`config.mk`:
```
export PLATFORM = sky130hd
export DESIGN_NAME = bcd_stopwatch_ctrl_flat
export DESIGN_NICKNAME = d
export VERILOG_FILES = /design/src/rtl/bcd_stopwatch_ctrl_if.sv /design/src/rtl/bcd_stopwatch_ctrl.sv /design/src/flat_wrapper.sv
export SDC_FILE = /design/constraint.sdc
export NUM_CORES = 1
export LEC_CHECK = 0
export BUFFER_PORTS_ARGS = -buffer_cell sky130_fd_sc_hd__buf_2
export CAP_MARGIN = 40
export CORE_MARGIN = 4
export CORE_UTILIZATION = 35
export CTS_BUF_LIST = sky130_fd_sc_hd__clkbuf_4
export DETAILED_ROUTE_END_ITERATION = 10
export MAX_ROUTING_LAYER = met4
export PLACE_DENSITY_LB_ADDON = 0.05
export RECOVER_POWER = 50
export SLEW_MARGIN = 20
export SYNTH_ARGS = -nofsm -noshare
export SYNTH_HDL_FRONTEND = slang
export SYNTH_SLANG_ARGS = --single-unit
```
`constraint.sdc`:
```
create_clock -name clk -period 4.55 [get_ports clk]
set_input_delay 0.91 -clock clk [delete_from_list [all_inputs] [get_ports clk]]
set_output_delay 0.91 -clock clk [all_outputs]
set_load 0.03 [all_outputs]
```
`src/rtl/bcd_stopwatch_ctrl_if.sv`:
```
// Control and status bundle between button conditioning and the BCD stopwatch core.
// The master drives the button pulses; the slave (the core) returns count and status.
interface bcd_stopwatch_ctrl_if #(
  parameter int MIN_DIGITS = 2
);
  localparam int W = 4 * (2 + MIN_DIGITS);

  logic         CLEAR;
  logic         START;
  logic         REVERSE;
  logic [W-1:0] LIMIT;
  logic         SPEED_UP;
  logic         SPEED_DOWN;
  logic         ADD;
  logic         SUBTRACT;
  logic         LAP;
  logic [W-1:0] Q;
  logic [W-1:0] LAP_Q;
  logic         LAP_VALID;
  logic         RUNNING;
  logic         DONE;
  logic [1:0]   SPEED;

  modport master (
    output CLEAR, START, REVERSE, LIMIT, SPEED_UP, SPEED_DOWN, ADD, SUBTRACT, LAP,
    input  Q, LAP_Q, LAP_VALID, RUNNING, DONE, SPEED
  );

  modport slave (
    input  CLEAR, START, REVERSE, LIMIT, SPEED_UP, SPEED_DOWN, ADD, SUBTRACT, LAP,
    output Q, LAP_Q, LAP_VALID, RUNNING, DONE, SPEED
  );
endinterface

```
`src/rtl/bcd_stopwatch_ctrl.sv`:
```
// BCD stopwatch / countdown core: MM..:SS counter with run/pause/done control,
// four-step tick prescaler, saturating minute adjust and lap capture.
module bcd_stopwatch_ctrl #(
  parameter int MIN_DIGITS = 2,
  parameter int TICK_DIV   = 50_000_000
) (
  input  logic                 clk,
  input  logic                 RESET_N,
  bcd_stopwatch_ctrl_if.slave  bus
);
  localparam int          W    = 4 * (2 + MIN_DIGITS);
  localparam int unsigned NDIG = 2 + MIN_DIGITS;
  localparam int          PW   = $clog2(TICK_DIV);

  // Encoded so RUNNING and DONE are plain state register bits.
  typedef enum logic [2:0] {
    ST_IDLE  = 3'b000,
    ST_RUN   = 3'b001,
    ST_DONE  = 3'b010,
    ST_PAUSE = 3'b100
  } state_t;

  state_t        state;
  logic [W-1:0]  q_r;
  logic [W-1:0]  lap_q_r;
  logic [W-1:0]  limit_r;
  logic          lap_valid_r;
  logic          dir_r;
  logic [1:0]    speed_r;
  logic [PW-1:0] presc_r;

  // Ripple one BCD step starting at digit 'first'; MSB of result is carry/borrow out.
  function automatic logic [W:0] bcd_step(input logic [W-1:0] v, input int unsigned first,
                                          input logic down);
    logic [W-1:0] r;
    logic         c;
    logic [3:0]   top;
    logic [3:0]   d;
    r = v;
    c = 1'b1;
    for (int unsigned i = 0; i < NDIG; i++) begin
      if (c && i >= first) begin
        top = (i == 1) ? 4'd5 : 4'd9;
        d   = r[4*i +: 4];
        if (down) begin
          if (d == 4'd0) d = top;
          else begin d = d - 4'd1; c = 1'b0; end
        end else begin
          if (d == top) d = 4'd0;
          else begin d = d + 4'd1; c = 1'b0; end
        end
        r[4*i +: 4] = d;
      end
    end
    return {c, r};
  endfunction

  logic [PW-1:0] period_m1;
  logic          speed_inc, speed_dec, speed_chg;
  logic          tick, tick_hit, adj_req, adj_hit;
  logic [W:0]    tick_nx, add_nx, sub_nx;
  logic [W-1:0]  term_val, adj_val;

  always_comb begin
    period_m1 = PW'((32'(TICK_DIV) >> speed_r) - 32'd1);
    speed_inc = bus.SPEED_UP && !bus.SPEED_DOWN && (speed_r != 2'd3);
    speed_dec = bus.SPEED_DOWN && !bus.SPEED_UP && (speed_r != 2'd0);
    speed_chg = speed_inc || speed_dec;
    tick      = (state == ST_RUN) && (presc_r == period_m1);
    term_val  = dir_r ? '0 : limit_r;
    tick_nx   = bcd_step(q_r, 0, dir_r);
    // A ripple out of the top digit can only follow the terminal value, so treat it as terminal.
    tick_hit  = tick_nx[W] || (tick_nx[W-1:0] == term_val);
    add_nx    = bcd_step(q_r, 2, 1'b0);
    sub_nx    = bcd_step(q_r, 2, 1'b1);
    adj_req   = (bus.ADD ^ bus.SUBTRACT) && (state != ST_DONE);
    if (bus.ADD)
      adj_val = (add_nx[W] || (add_nx[W-1:0] > limit_r)) ? limit_r : add_nx[W-1:0];
    else
      adj_val = sub_nx[W] ? '0 : sub_nx[W-1:0];
    adj_hit   = (bus.ADD && !dir_r && (adj_val == limit_r)) ||
                (bus.SUBTRACT && dir_r && (adj_val == '0));
  end

  always_ff @(posedge clk or negedge RESET_N) begin
    if (!RESET_N) begin
      state       <= ST_IDLE;
      q_r         <= '0;
      lap_q_r     <= '0;
      limit_r     <= '0;
      lap_valid_r <= 1'b0;
      dir_r       <= 1'b0;
      speed_r     <= '0;
      presc_r     <= '0;
    end else begin
      if (speed_inc)      speed_r <= speed_r + 2'd1;
      else if (speed_dec) speed_r <= speed_r - 2'd1;

      if (bus.CLEAR) begin
        limit_r     <= bus.LIMIT;
        dir_r       <= bus.REVERSE;
        q_r         <= bus.REVERSE ? bus.LIMIT : '0;
        presc_r     <= '0;
        lap_valid_r <= 1'b0;
        lap_q_r     <= '0;
        state       <= ST_IDLE;
      end else begin
        if (bus.LAP && (state == ST_RUN || state == ST_PAUSE)) begin
          lap_q_r     <= q_r;
          lap_valid_r <= 1'b1;
        end

        if (state == ST_RUN)
          presc_r <= (speed_chg || tick) ? '0 : presc_r + PW'(1);
        else if (speed_chg)
          presc_r <= '0;

        if (bus.START && state != ST_DONE) begin
          if (state == ST_RUN) begin
            state <= ST_PAUSE;
          end else begin
            presc_r <= '0;
            state   <= (q_r == term_val) ? ST_DONE : ST_RUN;
          end
        end else if (adj_req) begin
          q_r <= adj_val;
          if (state == ST_RUN && adj_hit) state <= ST_DONE;
        end else if (tick) begin
          q_r <= tick_hit ? term_val : tick_nx[W-1:0];
          if (tick_hit) state <= ST_DONE;
        end
      end
    end
  end

  assign bus.Q         = q_r;
  assign bus.LAP_Q     = lap_q_r;
  assign bus.LAP_VALID = lap_valid_r;
  assign bus.RUNNING   = state[0];
  assign bus.DONE      = state[1];
  assign bus.SPEED     = speed_r;
endmodule

```
`src/flat_wrapper.sv`:
```
// flat-port wrapper written by rule: the top's interface ports become plain ports
module bcd_stopwatch_ctrl_flat 
#(
  parameter int MIN_DIGITS = 2,
  parameter int TICK_DIV   = 50_000_000
)
  (clk, RESET_N, bus_CLEAR, bus_START, bus_REVERSE, bus_LIMIT, bus_SPEED_UP, bus_SPEED_DOWN, bus_ADD, bus_SUBTRACT, bus_LAP, bus_Q, bus_LAP_Q, bus_LAP_VALID, bus_RUNNING, bus_DONE, bus_SPEED);
  bcd_stopwatch_ctrl_if #(.MIN_DIGITS(MIN_DIGITS)) bus_i ();
  input  logic clk;
  input  logic RESET_N;
  input wire logic [$bits(bus_i.CLEAR)-1:0] bus_CLEAR;
  input wire logic [$bits(bus_i.START)-1:0] bus_START;
  input wire logic [$bits(bus_i.REVERSE)-1:0] bus_REVERSE;
  input wire logic [$bits(bus_i.LIMIT)-1:0] bus_LIMIT;
  input wire logic [$bits(bus_i.SPEED_UP)-1:0] bus_SPEED_UP;
  input wire logic [$bits(bus_i.SPEED_DOWN)-1:0] bus_SPEED_DOWN;
  input wire logic [$bits(bus_i.ADD)-1:0] bus_ADD;
  input wire logic [$bits(bus_i.SUBTRACT)-1:0] bus_SUBTRACT;
  input wire logic [$bits(bus_i.LAP)-1:0] bus_LAP;
  output wire logic [$bits(bus_i.Q)-1:0] bus_Q;
  output wire logic [$bits(bus_i.LAP_Q)-1:0] bus_LAP_Q;
  output wire logic [$bits(bus_i.LAP_VALID)-1:0] bus_LAP_VALID;
  output wire logic [$bits(bus_i.RUNNING)-1:0] bus_RUNNING;
  output wire logic [$bits(bus_i.DONE)-1:0] bus_DONE;
  output wire logic [$bits(bus_i.SPEED)-1:0] bus_SPEED;
  assign bus_i.CLEAR = bus_CLEAR;
  assign bus_i.START = bus_START;
  assign bus_i.REVERSE = bus_REVERSE;
  assign bus_i.LIMIT = bus_LIMIT;
  assign bus_i.SPEED_UP = bus_SPEED_UP;
  assign bus_i.SPEED_DOWN = bus_SPEED_DOWN;
  assign bus_i.ADD = bus_ADD;
  assign bus_i.SUBTRACT = bus_SUBTRACT;
  assign bus_i.LAP = bus_LAP;
  assign bus_Q = bus_i.Q;
  assign bus_LAP_Q = bus_i.LAP_Q;
  assign bus_LAP_VALID = bus_i.LAP_VALID;
  assign bus_RUNNING = bus_i.RUNNING;
  assign bus_DONE = bus_i.DONE;
  assign bus_SPEED = bus_i.SPEED;
  bcd_stopwatch_ctrl #(.MIN_DIGITS(MIN_DIGITS), .TICK_DIV(TICK_DIV)) u_core (.clk(clk), .RESET_N(RESET_N), .bus(bus_i));
endmodule
```
# Word level (Yosys, flattened, before mapping)
# Cells that the tools add are included.
word_totals:
  regBits: 81
  latchBits: 0
  mem_bits_rw: 0
  romBits: 0
  in_bits: 26
  output_inout_bits: 37
  wordCells: 136
  n_memories: 0
op_classes:
  add_sub_neg: 12
  mul: 0
  div_mod_pow: 0
  order_cmp: 1
  eq_ne: 14
  shifts: 1
  muxes: 64
  bitwise: 1
  n_reduce_logical: 35
ops:
  columns: ["operator", "n"]
  rows:
  - ["two-way mux 16 bit", 12]
  - ["two-way mux 26 bit", 6]
  - ["two-way mux 4 bit", 17]
  - ["== test 16 bit", 3]
  - ["adder 26 x 1 -> 26 bit, second input constant", 1]
  - ["== test 26 bit", 1]
  - ["right shift 26 x 2 -> 26 bit, first input constant", 1]
  - ["subtractor 26 x 1 -> 26 bit, second input constant", 1]
  - ["two-way mux 3 bit", 7]
  - ["two-way mux 1 bit", 19]
  - ["adder 4 x 1 -> 4 bit, second input constant", 4]
  - ["> comparator 16 bit", 1]
  - ["logical NOT 16 bit", 1]
  - ["logical NOT 4 bit", 4]
  - ["subtractor 4 x 1 -> 4 bit, second input constant", 4]
  - ["logical AND 1 bit", 13]
  - ["== test 4 bit, second input constant", 3]
  - ["nonzero test 4 bit", 2]
  - ["logical OR 1 bit", 6]
  - ["two-way mux 2 bit", 3]
  - ["nonzero test 2 bit", 3]
  - ["== test 4 x 3 -> 1 bit, second input constant", 1]
  - ["inequality test 2 bit, second input constant", 2]
  - ["inequality test 4 bit, second input constant", 1]
  - ["10 further kinds", 12]

# Depth between registers and ports, before layout
# Gate-level depths: netlist (run 1).
logic_depth:
  depth_word: 15
  mapped_depth: 18
  mapped_depth_nobuf: 16

# Worst setup path before layout (run 1)
# OpenSTA, ideal clock, no wires.
synth_path:
  path_type: "register to register"
  start: "reg u_core.q_r[13] (netlist: u_core.bus.Q[13])"
  end: "reg u_core.state[0]"
  setup_ns: 0.120
  t_arrival_ns: 3.915
  required_time_ns: 4.430
  slack_ns: 0.516
  path_stages_with_launch: 17
  path_buffers: 2
  synth_period_minus_slack_ns: 4.034
  cell_sequence: "dfrtp_1 > clkbuf_1 > inv_1 > ha_1 > o221a_2 > o21ai_0 > ha_1 > nand4_1 > nor4_1 > nand4_1 > or2_2 > clkbuf_1 > a211oi_1 > a311o_1 > nand4_1 > o21a_1 > a31o_1"
synth_via:
  elab_chain_cells: 13
synth_rtl:
  columns: ["element", "line", "rtl"]
  rows:
  - ["start, declared", "bcd_stopwatch_ctrl.sv:24", "logic [W-1:0] q_r;"]
  - ["start signal, assigned", "bcd_stopwatch_ctrl.sv:102", "q_r <= bus.REVERSE ? bus.LIMIT : '0;"]
  - ["start signal, assigned", "bcd_stopwatch_ctrl.sv:126", "q_r <= adj_val;"]
  - ["start signal, assigned", "bcd_stopwatch_ctrl.sv:129", "q_r <= tick_hit ? term_val : tick_nx[W-1:0];"]
  - ["adder 4 x 1 -> 4 bit / == test 4 bit (equally long branches)", "bcd_stopwatch_ctrl.sv:50, bcd_stopwatch_ctrl.sv:49", null]
  - ["two-way mux 4 bit", "bcd_stopwatch_ctrl.sv:49", "if (d == top) d = 4'd0;"]
  - ["two-way mux 4 bit", "bcd_stopwatch_ctrl.sv:42", "if (c && i >= first) begin"]
  - ["> comparator 16 bit", "bcd_stopwatch_ctrl.sv:78", "adj_val = (add_nx[W] || (add_nx[W-1:0] > limit_r)) ? limit_r : add_nx[W-1:0];"]
  - ["logical OR 1 bit", "bcd_stopwatch_ctrl.sv:78", null]
  - ["two-way mux 16 bit", "bcd_stopwatch_ctrl.sv:78", null]
  - ["two-way mux 16 bit", "bcd_stopwatch_ctrl.sv:77", "if (bus.ADD)"]
  - ["== test 16 bit / logical NOT 16 bit (equally long branches)", "bcd_stopwatch_ctrl.sv:81, bcd_stopwatch_ctrl.sv:82", null]
  - ["logical AND 1 bit, on equally long branches", "bcd_stopwatch_ctrl.sv:81, bcd_stopwatch_ctrl.sv:82", null]
  - ["logical OR 1 bit", "bcd_stopwatch_ctrl.sv:81", "adj_hit = (bus.ADD && !dir_r && (adj_val == limit_r)) ||"]
  - ["logical AND 1 bit", "bcd_stopwatch_ctrl.sv:127", "if (state == ST_RUN && adj_hit) state <= ST_DONE;"]
  - ["inequality test 4 bit (no line)", null, null]
  - ["AND reduction 3 bit (no line)", null, null]
  - ["end signal, assigned", "bcd_stopwatch_ctrl.sv:123", "state <= (q_r == term_val) ? ST_DONE : ST_RUN;"]
  - ["end, declared", "bcd_stopwatch_ctrl.sv:23", "state_t state;"]
# Parallel ways exist; a longest one is shown, timed or not.
# A chain may end at the register's enable or synchronous reset.

# Final worst setup path (run 1)
layout_path:
  start: "reg u_core.q_r[12] (netlist: u_core.bus.Q[12])"
  end: "reg u_core.state[0]"
# Same word-level chain as after synthesis.

==> impl_metrics.json, run 1 <==
{
  "status": "finished, violations left",
  "failed_checks": "max-capacitance violations, max-slew violations",
  "num_vias": 8197,
  "antenna_found_initial": 1,
  "avgViaCountPerCell": 6.17,
  "initial_core_util": 0.360,
  "p_total_uw": 2690,
  "wirelength_mm": 31.7,
  "crit_fanout": 8,
  "area_delta_synth_final_pct": 11.4,
  "max_stage_delay_ps": 520,
  "cts_buffers": 9,
  "clock_path_buffers": 2,
  "final_cell_mix": "nand2_1, nor2_1, dfrtp_1, o21ai_0, a21oi_1",
  "route.detailed.drc": 0,
  "async_flop_share": 1.00,
  "grt_start_max_net_pins": 38,
  "avgSynthCellArea_um2": 7.65,
  "hold_viol_final": 0,
  "hp-class": "reg -> reg",
  "tightest_slew_ps": 1870,
  "grt_overflow": 0,
  "cpMaxStageDelayCell": "dfrtp_1",
  "syn_inst": 998,
  "cts.clk_slew.worst_paths_ps": 170,
  "die_area_um2": 24200,
  "drtAntennaViolNets": 0,
  "grtUsageTotal": 0.267,
  "die_y_um": 156,
  "fin_nets": 1095,
  "clock_latency_ps": 490,
  "crit_type": "reg -> reg",
  "synth_seq_cells": 81,
  "post-place-ws_ps": 498,
  "cts_tree": "built",
  "yosysUniqueCellTypes": 89,
  "io_pins": 63,
  "cts_resized": 0,
  "crit_path_end_kind": "flop",
  "leakage_uw": 0.00361,
  "wl_met1_mm": 15.0,
  "dr_wl_met2_mm": 14.1,
  "syn_area_um2": 7630,
  "place.port_buffers": 62,
  "setup_violations": 0,
  "htree_num_levels": 3,
  "wl_per_cell_um": 23.9,
  "mostFrequentLayoutCell": "nand2_1",
  "fmax_mhz": 239,
  "ir_drop_mv": 0.113,
  "dieWidth_um": 156,
  "cts_root_buf": "clkbuf_4",
  "setup-tns-final_ps": 0,
  "layout_min_cycle_time_ps": 4180,
  "synthFlopType": "dfrtp_1",
  "skew_ps": 23.5,
  "wl_met3_mm": 1.78,
  "ys_warn_count": 0,
  "period_share": 0.919,
  "cts_hold_buf": 0,
  "grt_pass1_vias": 7716,
  "clkSinkCount": 81,
  "drt-initial-drc-count": 690,
  "rows": 53,
  "synth_enable_flop_cells": 0,
  "arrival_ps": 4580,
  "path_cells": "ha_1, nand3b_1, a31oi_1, a31oi_1, ha_1, nand4_1, nor4_1, a21bo_2, nand4_1, nand3_1, a211oi_1, o2111ai_1, o21a_1, a31o_1",
  "cp.required_ps": 4950,
  "rsz0062_at_grt": "no",
  "worst_slack_ps": 366,
  "start_kind": "flop",
  "p_per_area_nw_per_um2": 316,
  "dp_hpwl_mm": 24.3,
  "maxSlewHeadroom": -0.249,
  "synth_seq_area_share": 0.266,
  "cts_setup_buffers": 0,
  "place_congestion": 0.972,
  "layout-drive-gt1-share": 0.149,
  "first_pass_iters": 7,
  "grt_pass1_wl_mm": 48.9,
  "routed.top_layer": "met4",
  "slew_violations": 128,
  "syn_nets": 1046,
  "core_um2": 21200,
  "drv_cap": 4
}
## metal layers
metal,up-vias,GRT usage
li1,3837,-
met5,-,-
met2,314,0.403
met4,0,0.0700
met3,53,0.0374
met1,3993,0.378
## worst max-delay path, delay by kind of cell (launching register included)
kind / cells / cell delay [ps]
AO/OA/AOI/OAI: 7 / 1540
AND/OR/NAND/NOR: 5 / 1470
adder cells (fa/ha/maj): 2 / 550
flip-flops: 1 / 520
## registers in the layout (all words and copies together), names as in the netlist
name / cells
u_core.bus.LAP_Q: 16
u_core.bus.LAP_VALID: 1
u_core.bus.Q: 16
u_core.bus.SPEED: 2
u_core.dir_r: 1
u_core.limit_r: 16
u_core.presc_r: 26
u_core.state: 3
## path summary, 6_finish.rpt
check	startpoint	to	slack (ps)	depth (start not counted)
worst min-delay path	u_core.presc_r[3]	u_core.presc_r[3]	530	1
worst min register to register	u_core.presc_r[3]	u_core.presc_r[3]	530	1
worst max-delay path	u_core.bus.Q[12]	u_core.state[0]	370	14
worst max register to register	u_core.bus.Q[12]	u_core.state[0]	370	14
min in group asynchronous	RESET_N	u_core.bus.Q[12]	830	1
max in group asynchronous	RESET_N	u_core.presc_r[5]	800	3
## kinds of logic (layout without fill, tap and decap cells)
family          Yosys count  after routing  share of synthesized area
fa+ha+maj                22             22                     0.0361
flops                    81             81                      0.266
xor+xnor                 27             27                     0.0310
compound gates          316            316                      0.282
buf+inv                 110            164                     0.0613
other cells               0              2                          0
simple gates            413            413                      0.285
mux                      29             29                     0.0390
## synth_stat cells, types with 9 or more instances
| master | n | share of area |
|---|---|---|
| nand2b_1 | 22 | 0.018 |
| ha_1 | 22 | 0.036 |
| o31ai_1 | 10 | 0.0098 |
| nor4_1 | 14 | 0.011 |
| xor2_1 | 11 | 0.013 |
| and3_1 | 16 | 0.013 |
| and2_1 | 9 | 0.0074 |
| nor2_1 | 90 | 0.044 |
| o21ai_1 | 9 | 0.0059 |
| o211ai_1 | 11 | 0.011 |
| dfrtp_1 | 81 | 0.27 |
| nand4_1 | 19 | 0.016 |
| mux2i_1 | 23 | 0.030 |
| xnor2_1 | 16 | 0.018 |
| nand2_1 | 111 | 0.055 |
| nand3_1 | 35 | 0.023 |
| nor3_1 | 23 | 0.015 |
| a31oi_1 | 14 | 0.011 |
| nor2b_1 | 15 | 0.012 |
| inv_1 | 32 | 0.016 |
| a211oi_1 | 9 | 0.0089 |
| clkbuf_1 | 53 | 0.026 |
| a21oi_1 | 62 | 0.041 |
| o21ai_0 | 77 | 0.051 |
| a221oi_1 | 16 | 0.018 |
## cell type report
| class | count | area [um2] |
|---|---|---|
| repair buffers | 113 | 697 |
| diodes | 2 | 5.00 |
| multi-input cells | 807 | 5150 |
| flip-flops and latches | 81 | 2030 |
| fillers | 2322 | 12700 |
| inverters | 35 | 131 |
| clock buffers | 9 | 67.6 |
| well taps | 275 | 344 |
| clock inverters | 7 | 83.8 |
## metrics by stage
step / hold WS [ps] / instance area (um2) / std cells / utilization
after floorplan: 469 / 7630 / 998 / -
after global placement: 499 / 8340 / 1309 / 0.393
after detailed placement: 506 / 8370 / 1311 / 0.395
after CTS: 304 / 8530 / 1327 / 0.402
after global routing: 547 / 8500 / 1329 / 0.401
final: 532 / 8500 / 1329 / 0.401
## where the power goes
part | switching (uW) | internal, uW
Sequential | 120 | 767
Clock | 327 | 178
Combinational | 845 | 450
Total | 1290 | 1390
Power figures use the tool's default switching activity.
==> run 2, diff against run 1 <==
--- a/config.mk
+++ b/config.mk
@@ -5,12 +5,12 @@
 export SDC_FILE = /design/constraint.sdc
 export NUM_CORES = 1
 export LEC_CHECK = 0
-export BUFFER_PORTS_ARGS = -buffer_cell sky130_fd_sc_hd__buf_2
 export CAP_MARGIN = 40
 export CORE_MARGIN = 4
 export CORE_UTILIZATION = 35
 export CTS_BUF_LIST = sky130_fd_sc_hd__clkbuf_4
 export DETAILED_ROUTE_END_ITERATION = 10
+export DONT_BUFFER_PORTS = 1
 export MAX_ROUTING_LAYER = met4
 export PLACE_DENSITY_LB_ADDON = 0.05
 export RECOVER_POWER = 50
==> constraint.sdc (replaced) <==
create_clock -name clk -period 4.55 [get_ports clk]
set_input_delay 0.455 -clock clk [delete_from_list [all_inputs] [get_ports clk]]
set_output_delay 0.455 -clock clk [all_outputs]
set_load 0.03 [all_outputs]
==> run 2 against run 1 <==
Compared with the run above:
- the run still ends with max-capacitance violations, max-slew violations left
- clock skew is 7.2 ps higher
- sequential share of layout area is 0.58 points higher
- critical path depth stayed put
- core utilization is 0.93 points lower
- maximum frequency is 0.91% higher
- sequential power is 0.7% higher
- hold slack worse by 480 ps
- register-to-register slack better by 40 ps
- critical path type unchanged
==> impl_metrics.json, run 2 (same netlist as run 1, synthesis figures left out) <==
{
  "start_kind": "flop",
  "hold_viol_final": 0,
  "crit_path_frequent_cell": "nand4_1",
  "drtAntennaViolNets": 0,
  "comb_power_share": 0.462,
  "leakage_uw": 0.00339,
  "cts_buffers": 9,
  "wl_per_cell_um": 24.9,
  "place_area_um2": 8120,
  "clock_latency_ps": 500,
  "p_per_area_nw_per_um2": 329,
  "die_area_um2": 24200,
  "tightest_slew_ps": 2280,
  "grt_pass1_vias": 7421,
  "stdcell_count": 1276,
  "route.detailed.drc": 0,
  "cts.clk_slew.worst_paths_ps": 160,
  "place.port_buffers": 0,
  "antenna_found_initial": 1,
  "p_int_uw": 1440,
  "grt_pass1_wl_mm": 48.9,
  "avgViaCountPerCell": 6.28,
  "rows": 53,
  "hp-class": "in -> reg",
  "layout_min_cycle_time_ps": 4150,
  "dieWidth_um": 156,
  "swShare": 0.472,
  "area_delta_synth_final_pct": 8.84,
  "htree_num_levels": 3,
  "drt-initial-drc-count": 713,
  "cts_tree": "built",
  "num_vias": 8007,
  "skew_ps": 30.7,
  "dp.cells": 1257,
  "cts_root_buf": "clkbuf_4",
  "failed_checks": "max-capacitance violations, max-slew violations",
  "wirelength_mm": 31.8,
  "largest_reg_flops": 26,
  "cts_setup_buffers": 0,
  "crit_path_end_kind": "flop",
  "arrival_ps": 4530,
  "ir_drop_mv": 0.146,
  "final_cell_mix": "nand2_1, nor2_1, dfrtp_1, o21ai_0, a21oi_1",
  "cp_top_family": "simple AND/OR/NAND/NOR gates",
  "crit_type": "reg -> reg",
  "die_y_um": 156,
  "grt_overflow": 0,
  "fmax_mhz": 241,
  "grt_start_max_net_pins": 82,
  "fin_area_um2": 8310,
  "drv_cap": 1,
  "first_pass_iters": 7,
  "p_switching_uw": 1290,
  "slew_violations": 82,
  "crit_fanout": 12,
  "grtUsageTotal": 0.270,
  "layout-drive-gt1-share": 0.107,
  "mostFrequentLayoutCell": "nand2_1",
  "place_congestion": 0.968,
  "dp_hpwl_mm": 24.1,
  "p_total_uw": 2740,
  "fin_nets": 1043,
  "rsz0062_at_grt": "no",
  "initial_core_util": 0.360,
  "cpMaxStageDelayCell": "dfrtp_1",
  "period_share": 0.911,
  "clock_path_buffers": 2,
  "pwr-share-clk": 0.211,
  "fillers": 2253,
  "cp.required_ps": 4930,
  "clkSinkCount": 81,
  "io_pins": 63,
  "regMostFlops": "u_core.presc_r",
  "max_stage_delay_ps": 500,
  "path_cells": "buf_4, ha_1, a31oi_1, a31oi_1, ha_1, nand4_1, nor4_1, nand4_1, nor2_1, nor2_1, a311oi_1, nand4_1, o21a_1, a31o_1",
  "setup-tns-final_ps": 0,
  "core_um2": 21200,
  "status": "finished, violations left",
  "maxSlewHeadroom": -0.517,
  "seq_power_share": 0.326,
  "path_buf_inv": 1,
  "setup_violations": 0
}
## run 2: layout make-up
type                            count  area, um2  share of cell area
Antenna cell                        1       2.50            0.000301
Clock buffer                        9       67.6             0.00813
Clock inverter                      7        108              0.0130
Inverter                           35        131              0.0158
Multi-Input combinational cell    807       5150               0.620
Sequential cell                    81       2030               0.244
Tap cell                          275        344              0.0414
Timing Repair Buffer               61        472              0.0568
## run 2: per-layer routing
layer | track usage | wire [um]
met5 | - | 0
met2 | 0.391 | 13800
met1 | 0.394 | 15400
met4 | 0.0596 | 667
met3 | 0.0463 | 1950
## run 2: what timing repair did
item,in CTS,in global routing
hold endpoints to repair,81,0
resized for setup,0,3
endpoints found under the setup margin,0,3
hold buffers,2,0
## run 2: power groups by stage
stage / Clock (uW) / Sequential [uW] / Combinational, uW
after global routing: 619 / 903 / 1370
after CTS: 595 / 890 / 1250
after floorplan: 0 / 895 / 824
after detailed placement: 0 / 904 / 1230
final: 578 / 893 / 1260
after global placement: 0 / 905 / 1240
## run 2: path summary, 6_finish.rpt
kind	slack [ps]	cells after the start	start	to
setup / recovery	400	14	u_core.bus.Q[12]	u_core.state[0]
hold / removal	50	1	bus_CLEAR	u_core.bus.LAP_Q[9]
setup reg to reg	400	14	u_core.bus.Q[12]	u_core.state[0]
hold reg to reg	520	1	u_core.presc_r[3]	u_core.presc_r[3]
max in group asynchronous	1870	2	RESET_N	u_core.dir_r
min in group asynchronous	1200	2	RESET_N	u_core.limit_r[15]
## run 2: per-stage QoR
| step | hold slack (ps) | util | setup WS [ps] |
|---|---|---|---|
| floorplan | 159 | - | 516 |
| global placement | 165 | 0.381 | 536 |
| detailed placement | 165 | 0.383 | 380 |
| CTS | 7.53 | 0.393 | 348 |
| global route | 1.63 | 0.391 | 52.6 |
| finish | 48.0 | 0.391 | 404 |
==> run 3, diff against run 2 <==
--- a/config.mk
+++ b/config.mk
@@ -5,6 +5,7 @@
 export SDC_FILE = /design/constraint.sdc
 export NUM_CORES = 1
 export LEC_CHECK = 0
+export ABC_AREA = 1
 export CAP_MARGIN = 40
 export CORE_MARGIN = 4
 export CORE_UTILIZATION = 35
@@ -14,7 +15,6 @@
 export MAX_ROUTING_LAYER = met4
 export PLACE_DENSITY_LB_ADDON = 0.05
 export RECOVER_POWER = 50
-export SLEW_MARGIN = 20
 export SYNTH_ARGS = -nofsm -noshare
 export SYNTH_HDL_FRONTEND = slang
 export SYNTH_SLANG_ARGS = --single-unit
==> run 3 against run 2 <==
Compared with the run above:
- the run still ends with max-capacitance violations, max-slew violations left
- wire length down 21%
- global-route usage decreased by 4.0 points
- hold slack better by 9.0 ps
- flip-flop and latch count stayed put
- sequential share of layout area rose by 2.4 points
- maximum frequency up 0.63%
- largest power group unchanged
- highest routed layer unchanged
==> impl_metrics.json, run 3 <==
{
  "status": "finished, violations left",
  "failed_checks": "max-capacitance violations, max-slew violations",
  "synth.most_common_cell": "nand2_1",
  "die_area_um2": 22800,
  "final_cell_mix": "nand2_1, nand3_1, inv_1, nor2_1, o21ai_0",
  "synthFlopType": "dfrtp_1",
  "wirelength_mm": 25.0,
  "fmax_mhz": 243,
  "syn_nets": 1184,
  "cts.clk_slew.worst_paths_ps": 160,
  "worst_slack_ps": 431,
  "setup_violations": 0,
  "hold_viol_final": 0,
  "hp-class": "in -> reg",
  "synth_seq_area_share": 0.283,
  "grt_overflow": 0,
  "avgSynthCellArea_um2": 6.30,
  "p_per_area_nw_per_um2": 410,
  "die_y_um": 151,
  "place_area_um2": 7400,
  "fin_nets": 1166,
  "largest_reg_flops": 26,
  "async_flop_share": 1.00,
  "cp.required_ps": 4940,
  "drtAntennaViolNets": 0,
  "setup-tns-final_ps": 0,
  "route.detailed.drc": 0,
  "clock_latency_ps": 500,
  "layout-drive-gt1-share": 0.0651,
  "maxSlewHeadroom": -0.443,
  "grt_pass1_wl_mm": 39.5,
  "fillers": 2333,
  "cts_tree": "built",
  "area_delta_synth_final_pct": 5.72,
  "rsz0062_at_grt": "no",
  "ys_warn_count": 0,
  "syn_inst": 1136,
  "r2r_slack_ps": 430,
  "crit_fanout": 28,
  "cts_root_buf": "clkbuf_4",
  "regMostFlops": "u_core.presc_r",
  "first_pass_iters": 5,
  "yosysUniqueCellTypes": 45,
  "crit_path_end_kind": "flop",
  "crit_type": "reg -> reg",
  "synth_seq_cells": 81,
  "grtUsageTotal": 0.230,
  "grt_start_max_net_pins": 82,
  "dp.cells": 1375,
  "cts_setup_buffers": 0,
  "synth_enable_flop_cells": 0,
  "place_congestion": 0.933,
  "ir_drop_mv": 0.168,
  "dp_hpwl_mm": 19.0,
  "start_kind": "flop",
  "avgViaCountPerCell": 5.24,
  "place.port_buffers": 0,
  "drv_cap": 1,
  "dieWidth_um": 151,
  "clkSinkCount": 81,
  "layout_min_cycle_time_ps": 4120,
  "skew_ps": 29.0,
  "antenna_found_initial": 2,
  "tightest_slew_ps": 2160,
  "core_um2": 20200,
  "stdcell_count": 1397,
  "cts_buffers": 9,
  "num_vias": 7317,
  "clock_path_buffers": 2,
  "arrival_ps": 4510,
  "initial_core_util": 0.355,
  "period_share": 0.905,
  "yosysTopAreaCell": "dfrtp_1",
  "post-place-ws_ps": 379,
  "grt_pass1_vias": 6938,
  "slew_violations": 82,
  "fin_area_um2": 7560,
  "mostFrequentLayoutCell": "nand2_1",
  "rows": 52,
  "htree_num_levels": 3,
  "synth_area_leaders": "dfrtp_1, nand2_1, nand3_1, o21ai_0, inv_1",
  "drt-initial-drc-count": 604,
  "syn_area_um2": 7160,
  "leakage_uw": 0.00367,
  "synth_top_area_share": 0.283,
  "wl_per_cell_um": 17.9,
  "io_pins": 63,
  "ys_top_cells_by_count": "nand2_1, nand3_1, inv_1, nor2_1, o21ai_0"
}
## run 3: cell types whose count changed in the layout (fill, tap and decap cells not counted), moves of 10 or more
cell      change
nand2_1     +215
nand3_1      +84
inv_1        +80
buf_4        -33
mux2i_1      -23
nand2b_1     -21
xor2_1       +17
a221oi_1     -16
and3_1       -16
a21oi_1      +15
nor2b_1      -15
o21ai_0      +13
nor3_1       -12
xnor2_1      -10
## run 3: area by class of cell
class                      instances  area, um2  area share
antenna                            5       12.5     0.00165
clock buffer                      10       75.1     0.00992
clock inverter                     5       57.6     0.00761
inverter                         121        462      0.0610
multi-input combinational        884       4440       0.586
sequential                        81       2030       0.268
tap                              270        338      0.0447
timing repair buffer              21        158      0.0208
## run 3: cells by family after synthesis
logic type | Yosys count | synth area share
flip-flops | 81 | 0.283
AND/OR/NAND/NOR | 620 | 0.381
AO/OA/AOI/OAI | 207 | 0.155
adder cells (fa/ha/maj) | 22 | 0.0385
buffers and inverters | 171 | 0.0979
XOR/XNOR | 35 | 0.0439
## run 3: per-stage QoR
| stage | utilization | hold WS (ps) | total power, uW |
|---|---|---|---|
| floorplan | - | 159 | 2190 |
| global placement | 0.367 | 165 | 2650 |
| detailed placement | 0.367 | 165 | 2640 |
| CTS | 0.375 | 41.5 | 3120 |
| global route | 0.375 | 28.1 | 3370 |
| finish | 0.375 | 56.9 | 3100 |
## run 3: path summary, 6_finish.rpt
kind                            startpoint                 end  depth (start not counted)
min in group asynchronous          RESET_N  u_core.presc_r[21]                          2
max                        u_core.bus.Q[9]     u_core.state[1]                         22
min                           bus_LIMIT[2]   u_core.limit_r[2]                          2
max in group asynchronous          RESET_N     u_core.bus.Q[5]                          2
max reg2reg                u_core.bus.Q[9]     u_core.state[1]                         22
min reg2reg                u_core.state[2]     u_core.state[2]                          2
## run 3: report_power, final
group	switching [uW]	total, uW	internal, uW
logic	1080	1590	507
registers	240	1050	807
clock network	293	463	169
## run 3: layer usage
layer	track usage	vias up	share of wire
met5	-	-	0
met4	0.0766	0	0.028
met3	0.0428	46	0.058
met2	0.360	183	0.47
met1	0.302	3383	0.45
li1	-	3705	-
## run 3: critical path: stages (launching register included)
cell and delay (ps):
dfrtp_1 620, inv_1 240, nand4_1 240, inv_2 110
o21ai_0 380, ha_1 330, a21oi_1 160, o21ai_0 90
a21oi_1 120, nand2_1 60, nand2_1 230, nand2_1 160
nand2_1 90, buf_4 270, o21ai_0 150, nor2_1 120
nand3_1 90, nor2_1 130, nand3b_1 80, nand2_1 100
nand2_1 110, nand3_1 80, nand2_1 60
## run 3: timing repair
item / 4_1_cts / 5_1_grt
hold buffers: 2 / 0
gates resized for setup: 0 / 1
endpoints found under the hold margin: 81 / 0
setup endpoints to repair: 0 / 3
